`src/rtl/frame_pkg.sv`:
```
// rtl/frame_pkg.sv - shared state encoding and header packing for the frame stream arbiter
package frame_pkg;

  typedef enum logic [1:0] {
    ST_IDLE   = 2'd0,
    ST_HEADER = 2'd1,
    ST_DATA   = 2'd2,
    ST_DRAIN  = 2'd3
  } state_t;

  localparam int HDR_ID_W  = 2;
  localparam int HDR_SEQ_W = 6;

  function automatic logic [7:0] pack_header(input logic [HDR_ID_W-1:0]  id,
                                             input logic [HDR_SEQ_W-1:0] seq);
    return {id, seq};
  endfunction

endpackage

```
`src/rtl/frame_stream_arbiter_rr_pick.sv`:
```
// rtl/frame_stream_arbiter_rr_pick.sv - combinational round-robin picker, first requester after the last owner
module rr_pick #(
  parameter int N = 2
) (
  input  logic [N-1:0] i_req,
  input  logic [N-1:0] i_last,
  output logic [N-1:0] o_gnt,
  output logic         o_any
);
  localparam int IW = $clog2(N);
  localparam logic [IW:0] N_V = N[IW:0];

  logic [IW-1:0] w_last_idx;
  logic [IW:0]   w_shift;
  logic [IW:0]   w_unshift;
  logic [N-1:0]  w_rot_req;
  logic [N-1:0]  w_rot_gnt;

  always_comb begin
    w_last_idx = '0;
    for (int i = 0; i < N; i++) begin
      if (i_last[i]) w_last_idx = IW'(i);
    end
  end

  // Rotate so the slot after the last owner sits at bit 0, take the lowest request, rotate back.
  assign w_shift   = {1'b0, w_last_idx} + 1'b1;
  assign w_unshift = N_V - w_shift;
  assign w_rot_req = N'({i_req, i_req} >> w_shift);
  assign w_rot_gnt = w_rot_req & (~w_rot_req + 1'b1);
  assign o_gnt     = N'({w_rot_gnt, w_rot_gnt} >> w_unshift);
  assign o_any     = |i_req;

endmodule

```
`src/rtl/frame_stream_arbiter.sv`:
```
// rtl/frame_stream_arbiter.sv - merges N_SRC framed byte streams into one FIFO port with per-frame headers
module frame_stream_arbiter
  import frame_pkg::*;
#(
  parameter int N_SRC     = 2,
  parameter int MAX_FRAME = 20
) (
  input  logic               i_clk,
  input  logic               i_reset,
  input  logic [N_SRC-1:0]   rx_src_TVALID,
  output logic [N_SRC-1:0]   rx_src_TREADY,
  input  logic [8*N_SRC-1:0] rx_src_TDATA,
  input  logic [N_SRC-1:0]   rx_src_TLAST,
  output logic               tx_fifo_TVALID,
  input  logic               tx_fifo_TREADY,
  output logic [7:0]         tx_fifo_TDATA,
  output logic               tx_fifo_TLAST,
  output logic [N_SRC-1:0]   o_grant,
  output logic               o_trunc
);
  localparam int CW = $clog2(MAX_FRAME);
  localparam logic [N_SRC-1:0] LAST_INIT = {1'b1, {(N_SRC-1){1'b0}}};

  state_t               r_state;
  state_t               w_state_nxt;
  logic [N_SRC-1:0]     r_grant;
  logic [N_SRC-1:0]     r_last_grant;
  logic [HDR_SEQ_W-1:0] r_seq [N_SRC];
  logic [CW-1:0]        r_byte_cnt;

  logic [N_SRC-1:0]     w_pick;
  logic                 w_any;
  logic                 w_src_valid;
  logic                 w_src_last;
  logic [7:0]           w_src_data;
  logic [HDR_SEQ_W-1:0] w_seq_cur;
  logic [HDR_ID_W-1:0]  w_src_id;
  logic                 w_at_max;
  logic                 w_tx_hs;
  logic                 w_src_hs;
  logic                 w_frame_done;

  rr_pick #(.N(N_SRC)) u_rr_pick (
    .i_req  (rx_src_TVALID),
    .i_last (r_last_grant),
    .o_gnt  (w_pick),
    .o_any  (w_any)
  );

  always_comb begin
    w_src_valid = |(rx_src_TVALID & r_grant);
    w_src_last  = |(rx_src_TLAST & r_grant);
    w_src_data  = '0;
    w_seq_cur   = '0;
    w_src_id    = '0;
    for (int k = 0; k < N_SRC; k++) begin
      if (r_grant[k]) begin
        w_src_data = rx_src_TDATA[8*k +: 8];
        w_seq_cur  = r_seq[k];
        w_src_id   = HDR_ID_W'(k);
      end
    end
  end

  assign w_at_max     = (r_byte_cnt == CW'(MAX_FRAME-1));
  assign w_tx_hs      = tx_fifo_TVALID && tx_fifo_TREADY;
  assign w_src_hs     = w_src_valid && |(rx_src_TREADY & r_grant);
  assign w_frame_done = ((r_state == ST_DATA) || (r_state == ST_DRAIN)) && w_src_hs && w_src_last;
  assign o_grant      = r_grant;

  always_comb begin
    w_state_nxt    = r_state;
    tx_fifo_TVALID = 1'b0;
    tx_fifo_TDATA  = '0;
    tx_fifo_TLAST  = 1'b0;
    rx_src_TREADY  = '0;
    o_trunc        = 1'b0;
    case (r_state)
      ST_IDLE: begin
        if (w_any) w_state_nxt = ST_HEADER;
      end
      ST_HEADER: begin
        tx_fifo_TVALID = 1'b1;
        tx_fifo_TDATA  = pack_header(w_src_id, w_seq_cur);
        if (tx_fifo_TREADY) w_state_nxt = ST_DATA;
      end
      ST_DATA: begin
        tx_fifo_TVALID = w_src_valid;
        tx_fifo_TDATA  = w_src_data;
        tx_fifo_TLAST  = w_src_last || w_at_max;
        rx_src_TREADY  = r_grant & {N_SRC{tx_fifo_TREADY}};
        if (w_src_hs) begin
          if (w_src_last) begin
            w_state_nxt = ST_IDLE;
          end else if (w_at_max) begin
            o_trunc     = 1'b1;
            w_state_nxt = ST_DRAIN;
          end
        end
      end
      ST_DRAIN: begin
        // Swallow the tail of an over-long frame without touching the FIFO.
        rx_src_TREADY = r_grant;
        if (w_src_valid && w_src_last) w_state_nxt = ST_IDLE;
      end
      default: w_state_nxt = ST_IDLE;
    endcase
  end

  always_ff @(posedge i_clk) begin
    if (i_reset) begin
      r_state      <= ST_IDLE;
      r_grant      <= '0;
      r_last_grant <= LAST_INIT;
      r_byte_cnt   <= '0;
      for (int k = 0; k < N_SRC; k++) r_seq[k] <= '0;
    end else begin
      r_state <= w_state_nxt;
      case (r_state)
        ST_IDLE: begin
          if (w_any) begin
            r_grant      <= w_pick;
            r_last_grant <= w_pick;
          end
        end
        ST_HEADER: begin
          if (w_tx_hs) r_byte_cnt <= '0;
        end
        ST_DATA: begin
          if (w_src_hs && !w_src_last && !w_at_max) r_byte_cnt <= r_byte_cnt + 1'b1;
        end
        default: ;
      endcase
      if (w_frame_done) begin
        r_grant <= '0;
        for (int k = 0; k < N_SRC; k++) begin
          if (r_grant[k]) r_seq[k] <= r_seq[k] + 1'b1;
        end
      end
    end
  end

endmodule

```
`config.mk`:
```
export PLATFORM = sky130hd
export DESIGN_NAME = frame_stream_arbiter
export DESIGN_NICKNAME = d
export VERILOG_FILES = /design/src/rtl/frame_pkg.sv /design/src/rtl/frame_stream_arbiter_rr_pick.sv /design/src/rtl/frame_stream_arbiter.sv
export SDC_FILE = /design/constraint.sdc
export NUM_CORES = 1
export LEC_CHECK = 0
export CAP_MARGIN = 20
export CORE_MARGIN = 2
export CORE_UTILIZATION = 53
export CTS_CLUSTER_DIAMETER = 50
export DETAILED_ROUTE_END_ITERATION = 10
export PLACE_DENSITY = 0.81
export SLEW_MARGIN = 20
export SYNTH_ARGS = -nofsm -noshare
export SYNTH_HDL_FRONTEND = slang
export SYNTH_SLANG_ARGS = --single-unit
```
`constraint.sdc`:
```
create_clock -name i_clk -period 4.2 [get_ports i_clk]
set_input_delay 1.05 -clock i_clk [delete_from_list [all_inputs] [get_ports i_clk]]
set_output_delay 1.05 -clock i_clk [all_outputs]
set_load 0.05 [all_outputs]
```
==> reports/summary.md, run 1 <==
The number of cells on the worst reg-to-reg path is 6. Synthesis inferred 22 register bits. Setup repair after global routing left no endpoint under its margin. The run gives 236 as the net count of the finished layout. For this design, the sink count on the clock tree is 22. In the post-synthesis netlist, the cell with the most instances is nor2_1. After global routing the overflow that remains totals 0. Summed over its instances, the top area cell type makes up 23.7% of the synthesized netlist area. When the netlist entered floorplanning its net count stood at 201.

Most used cell along the critical path: clkdlybuf4s50_1. The first global-routing pass estimated 6340 µm of wire. Wires add up to 3850 µm. Summing the areas of all compound-gate instances in the mapped netlist gives 25.3% of the synthesized area.

The tree is rooted in a clkbuf_4. Ranked by total cell area, the synthesized netlist is headed by edfxtp_1 24%, dfxtp_1 13%, a22o_1 6.9%. The share of cells above drive strength 1 was 6.86%.

The synthesized netlist contains 42 unique library cells. After Yosys synthesis, and, or, nand and nor cells account for 21.1% of the synthesized area. Clock-pin slew was measured on the worst setup and hold paths at 0.13 ns. After clock tree synthesis, the repair step resized 0 gates. The portion of netlist area occupied by mux cells is 0.658%, and the number of vias per cell is 6.14.

The tools report the type of element launching the critical path as an input port. The cell area after placement was 1910 µm²; the number of global-route vias before repair was 1358. The layer flagged by global routing as most heavily used is met2. Standard cell core area: 2730 µm².

For this block, the initial DRC count from the detailed router was 47. In the global route stage, met3 resource usage came out at 2.72%. The primary flip-flop cell chosen by synthesis mapping was edfxtp_1.

The tools report the tightest slew margin relative to the limit as 54.2%. For this run, the register share of the synthesized area comes to 36.8%. Synthesized area per cell: 8.95 µm². The summed negative setup slack over all endpoints is 0 ns, and the maximum clock insertion buffer count is 2.

From synthesis to final layout, the design area changed by 28.9%. The flow ran to the end, and the final reports show no timing, DRC or antenna violations. Entering global routing, the biggest net connects 20 pins. In this run the tool buffered the top-level ports with 37 buffer cells.

The detail route stage leaves a number of antenna-violating nets equal to 0. Of the total synthesized cell area, the portion taken by full adders, half adders and majority gates is 6.58%. In the final routed layout, each cell accounts on average for 16.4 µm.

For the pin with the worst max-slew slack, the measured transition is 0.687 ns. The critical path goes through clkdlybuf4s50_1 > a22oi_1 > nor2_1 > o21a_1 > clkdlybuf4s50_1. Setup violations remaining at the end of the flow were counted as 0. The tools report the final number of max-transition violations as 0. The wire-length estimate of the detail-placed layout is 2850 µm. The run gives 0 as the final count of hold timing violations.

The vertical die dimension was 57.6 µm. Worst min-delay path category: flip-flop to flip-flop. The cell accounting for the most synthesized area was edfxtp_1.

The tools report the global-route track usage on met2 as 40.9%. The tools report the fmax as 254 MHz. The largest single stage delay on the critical path is 0.69 ns. In this design, the largest share of critical-path delay is due to buffers and inverters. The final antenna diode count was 0. After floorplanning, the core was divided into 19 placement rows.

Yosys mapped a number of flops with a built-in enable equal to 12. The die width works out to 57.6 µm. The logs give 1444 for the via count of the routed design and 0 for the number of warnings printed during yosys synthesis. The worst clock skew is 0.00290 ns, and the total of max-cap violations is 0.

The dominant combinational cell family by area after synthesis was compound AO/OA/AOI/OAI gates. The run gives 1 as the deepest level of the CTS H-tree. The tools report the initial antenna violation count as 0.

The residual DRC count is 0, and the worst path arrival time is 2.88 ns. The overall global routing resource usage is 24.5%. In the synthesized netlist, the number of instances is 170. After synthesis, the share of flip-flops with an asynchronous set or reset is 0%. The latest clock arrival within the worst-skew pair is 0.32 ns. The worst-case IR drop observed on VDD is 0.401 mV. The number of gates on the worst path with buffers counted was 5; the total clock buffers created by CTS was 3.

The tools report the weighted congestion reported at the end of routability-driven placement as 0.784. For the leakage power summed over all cells, the log shows 0.677 nW. TritonCTS built the clock tree.

The final critical path takes up 93.6% of the cycle. The total power density per cell area works out to 430 nW/µm². In the global route stage, met1 resource usage came out at 33.1%. The count of fill cells added during filler insertion was 220; the area of the mapped netlist was 1520 µm².

The critical path is of the input port to output pin type. The xor and xnor fraction of the mapped netlist area was 4.61%; the number of cells traversed by the worst hold path was 2. The minimum period implied by the final worst setup slack came out at 3.93 ns. Data on the critical path is required at its endpoint by 3.15 ns. The count of boundary I/O pins is 38, and the post-route standard cell area excluding fillers is 1960 µm². The floorplan step defined a die boundary enclosing 3320 µm².

By count the netlist is led by 21 x nor2_1, 12 x a22o_1, 12 x edfxtp_1. The number of setup buffers added after CTS is 0. The largest driver fanout on the critical path is 4. Hold repair after CTS inserted 0 buffers. The nature of the critical path endpoint is an output pin.

For the effective utilization at floorplan, the log shows 55.7%. Together, buffers and inverters on the worst path number 2. The largest individual stage delay along the critical path comes from the cell clkdlybuf4s50_1.

The first TritonRoute pass finished after 4 iterations.
final timing paths:
kind | from | to | slack [ns]
worst max-delay path | rx_src_TVALID[1] | tx_fifo_TVALID | 0.27
worst min-delay path | r_byte_cnt[4]$_SDFFE_PP0P_ | r_byte_cnt[4]$_SDFFE_PP0P_ | 0.52
worst max register to register | r_state[0]$_SDFFE_PP0P_ | r_seq[0][11]$_SDFFCE_PN0P_ | 1.63
worst min register to register | r_byte_cnt[4]$_SDFFE_PP0P_ | r_byte_cnt[4]$_SDFFE_PP0P_ | 0.52
worst register-to-register path: cells and delay by family (launching register included):
kind,cells,cell delay (ns)
fa+ha+maj,1,0.61
simple gates,1,0.24
compound gates,3,0.93
flops,1,0.38
buf+inv,1,0.12
report_power, final:
group	total, mW	internal (mW)	switching, mW
registers	0.276	0.247	0.0292
clock network	0.165	0.0965	0.0680
logic	0.402	0.159	0.243
total	0.842	0.503	0.340
placed cells by master, fill, tap and decap left out, drive strengths merged, types with 2 or more instances in the layout:
| cell type | n |
|---|---|
| a21o | 3 |
| buf | 4 |
| xnor2 | 4 |
| clkbuf | 3 |
| nor2 | 21 |
| edfxtp | 12 |
| nor2b | 9 |
| nand4 | 3 |
| nor3 | 2 |
| nand2 | 9 |
| o21ai | 4 |
| a22oi | 9 |
| or3 | 3 |
| dfxtp | 10 |
| clkdlybuf4s50 | 35 |
| ha | 8 |
| nand2b | 3 |
| xor2 | 4 |
| a31oi | 4 |
| inv | 8 |
| a22o | 12 |
| a211o | 2 |
| o21a | 3 |
| nand3 | 7 |
| a21oi | 8 |
| and2 | 2 |
state kept, by name (all words and copies together), names as in the netlist:
| name | count |
|---|---|
| r_state | 2 |
| r_last_grant | 1 |
| r_seq | 12 |
| r_byte_cnt | 5 |
| o_grant | 2 |
final cells by class:
| type | instances | area (µm²) | area share [%] |
|---|---|---|---|
| Clock buffer | 3 | 22.5 | 1.15 |
| Tap cell | 31 | 38.8 | 1.98 |
| Clock inverter | 1 | 30.0 | 1.53 |
| Sequential cell | 22 | 561 | 28.6 |
| Timing Repair Buffer | 39 | 393 | 20.0 |
| Inverter | 8 | 30.0 | 1.53 |
| Multi-Input combinational cell | 131 | 886 | 45.2 |
layer usage:
layer,vias up,routed length (µm)
met5,-,0
met2,35,1950
met3,6,163
li1,694,-
met4,0,47
met1,709,1700
logic make-up (layout without fill, tap and decap cells):
family	after synthesis	count (layout)
muxes	1	1
and+or+nand+nor	63	63
DFF	22	22
xor gates and xnor gates	8	8
buffers and inverters	17	51
AOI/OAI and AO/OA	51	51
adders and majority gates	8	8
per-stage QoR:
step / worst slack (ns) / cells / utilization [%] / hold WS [ns] / total power [mW]
4_1_cts: 0.292 / 235 / 71.7 / 0.518 / 0.844
6_report: 0.270 / 235 / 71.7 / 0.518 / 0.842
2_1_floorplan: 0.574 / 170 / - / 0.460 / 0.562
5_1_grt: 0.163 / 235 / 71.7 / 0.531 / 0.889
3_3_place_gp: 0.338 / 231 / 69.8 / 0.473 / 0.660
3_5_place_dp: 0.305 / 231 / 69.8 / 0.484 / 0.674
Power figures use the tool's default switching activity.
==> run 2: changes to the inputs <==
--- a/config.mk
+++ b/config.mk
@@ -10,6 +10,7 @@
 export CORE_UTILIZATION = 53
 export CTS_CLUSTER_DIAMETER = 50
 export DETAILED_ROUTE_END_ITERATION = 10
+export GPL_ROUTABILITY_DRIVEN = 0
 export PLACE_DENSITY = 0.81
 export SLEW_MARGIN = 20
 export SYNTH_ARGS = -nofsm -noshare
==> constraint.sdc (replaced) <==
create_clock -name i_clk -period 4.2 [get_ports i_clk]
set_input_delay 1.05 -clock i_clk [delete_from_list [all_inputs] [get_ports i_clk]]
set_output_delay 1.05 -clock i_clk [all_outputs]
set_load 0.1 [all_outputs]
==> reports/summary.md, run 2 (synthesized netlist as in run 1, its figures left out) <==
The run gives 1317 as the number of global-route vias before repair. The DRC marker count from the first detailed-route iteration is 57. 38 I/O pins were placed.

Compared with the post-synthesis result, the final layout area differs by 28.9%. The tree is rooted in a clkbuf_4. Global routing used 24.0% of the available tracks across all layers.

Once the floorplan was initialized, standard cells occupied 55.7% of the core. The initial antenna violation count was 0; the buffering stage count on the worst path with inverters included was 2. The flow ran to the end, and the final reports show no timing, DRC or antenna violations. The largest single stage delay on the critical path is 0.53 ns.

The deepest level of the CTS H-tree came out at 1. After layout, the worst setup slack is 0.603 ns. After detailed routing, the average wire length per cell comes to 15.6 µm.

The floorplan die area is 3320 µm², and the largest net degree at the start of global routing is 23. In this run the worst path has a maximum fanout of 4. Summed over all cells, the static leakage comes to 0.703 nW.

The final setup violation count was 0. The minimum setup slack after placement was 0.628 ns. Most common library cell in the layout ignoring fill and taps: clkdlybuf4s50_1. The largest individual stage delay along the critical path comes from the cell clkdlybuf4s50_1. The worst path required time is 3.15 ns. The routed design has 3690 µm of wire.

Power spread over the standard cell area amounts to 436 nW/µm². Register containing the most flip-flops in the final layout: r_seq. The tools report the tightest slew margin relative to the limit as 35.5%. The global-route wire length before repair came out at 6240 µm. The cell class contributing the biggest share of worst-path delay is buffers and inverters.

The first TritonRoute pass finished after 4 iterations. The total of max-cap violations is 0, and the standard cell core area is 2730 µm². The tools report the final number of max-transition violations as 0. The worst clock skew came out at 0.00478 ns. The repair_antennas step left the layout with diodes totalling 0.

Counting every sink on the clock net gives 22. After clock tree synthesis, the repair step resized 0 gates. The via count of the routed design was 1391; the post-DP HPWL was 2760 µm. The library cells used most frequently in the layout, excluding fill and tap cells, are 23 x clkdlybuf4s50_1, 20 x nor2_1, 14 x buf_4. At the pin with the least slew margin, the transition time is 0.965 ns. The die is 57.6 µm wide. Derived from the worst setup path, the maximum achievable clock frequency is 278 MHz.

The smallest clock period supported by the final layout is computed as 3.60 ns. The run gives 19 as the placement row count. Nature of the critical path endpoint: an output pin. The worst hold path belongs to the class flip-flop to flip-flop. The summed negative setup slack over all endpoints is 0 ns. Port buffering added 37 buffers. TritonCTS built the clock tree. The logs give 0 for the number of setup buffers added after CTS and 1.92 ns for the slack of the worst reg-to-reg path. The number of routed nets with antenna violations came out at 0.

Data arrives at the worst endpoint at 2.55 ns. The total clock buffers created by CTS is 3, and the vertical die dimension is 57.6 µm. The number of hold buffers added after CTS was 0.

The worst setup path is launched from an input port. In this run the deepest clock path goes through 2 buffers. The run gives 0.30 ns as the latest clock arrival within the worst-skew pair. The largest registers in the layout are r_seq (12), r_byte_cnt (5). The final count of hold timing violations was 0; the post-route total power was 855 µW. Of the cells placed in the final design, the portion with a size suffix greater than 1 is 17.1%. The total overflow left after global routing is 0. The number of flip-flops under the largest register name works out to 12. Using the TritonRoute via totals, the vias-per-cell ratio works out to 5.89. Setup repair after global routing left no endpoint under its margin. After clock tree synthesis, the clock-pin slew on the worst setup and hold paths is 0.12 ns. VDD sags by at most 0.428 mV. In the routed design, unresolved DRC markers number 0. The signal on the critical path passes through clkdlybuf4s50_1 > a21oi_1 > a211o_1 > nor3_2 > buf_12.

For the net count of the finished layout, the log shows 237. The critical path in this run is classified as input port to output pin. Of the available clock period, the critical path in the final layout requires 85.6%.
## run 2: changes by cell type in the layout (fill, tap and decap cells not counted), sizes merged
cell           previous run  this run
buf                       4        17
bufinv                    1         0
clkbuf                    3         4
clkdlybuf4s50            35        23
## run 2: metrics by stage
stage / cell area (µm²) / hold slack (ns) / utilization, % / cells
finish: 1960 / 0.519 / 71.8 / 236
detailed placement: 1940 / 0.482 / 70.8 / 232
global placement: 1940 / 0.472 / 70.8 / 232
floorplan: 1550 / 0.460 / - / 170
CTS: 1960 / 0.512 / 71.8 / 236
global route: 1960 / 0.547 / 71.8 / 236
## run 2: final timing paths
check	from	end	cells past startpoint
max	tx_fifo_TREADY	o_trunc	5
min	r_last_grant[1]$_SDFFE_PP1P_	r_last_grant[1]$_SDFFE_PP1P_	1
max reg2reg	r_state[0]$_SDFFE_PP0P_	r_seq[0][6]$_SDFFCE_PN0P_	7
min reg2reg	r_last_grant[1]$_SDFFE_PP1P_	r_last_grant[1]$_SDFFE_PP1P_	1
## run 2: power by group
| group | internal (mW) | switching (mW) |
|---|---|---|
| Sequential | 0.247 | 0.0215 |
| Combinational | 0.174 | 0.312 |
| Clock | 0.0370 | 0.0631 |
## run 2: cell type report
cell class | instances | area [µm²]
clock buffers | 4 | 26.3
fillers | 229 | 772
inverters | 8 | 30.0
multi-input cells | 131 | 911
flip-flops and latches | 22 | 561
well taps | 31 | 38.8
repair buffers | 40 | 395
## run 2: worst reg2reg max path: cells and delay by family (launching register included)
family,cells,cell delay (ns)
flip-flops,1,0.37
buffers and inverters,2,0.36
adder cells (fa/ha/maj),1,0.17
AND/OR/NAND/NOR,1,0.26
AO/OA/AOI/OAI,3,0.82
## run 2: routing by layer
| metal | vias up | track usage (%) | wire length, µm |
|---|---|---|---|
| met1 | 655 | 34.3 | 1670 |
| li1 | 695 | - | - |
| met5 | - | 0 | 0 |
| met4 | 0 | 3.99 | 13 |
| met2 | 39 | 39.8 | 1800 |
| met3 | 2 | 2.95 | 203 |
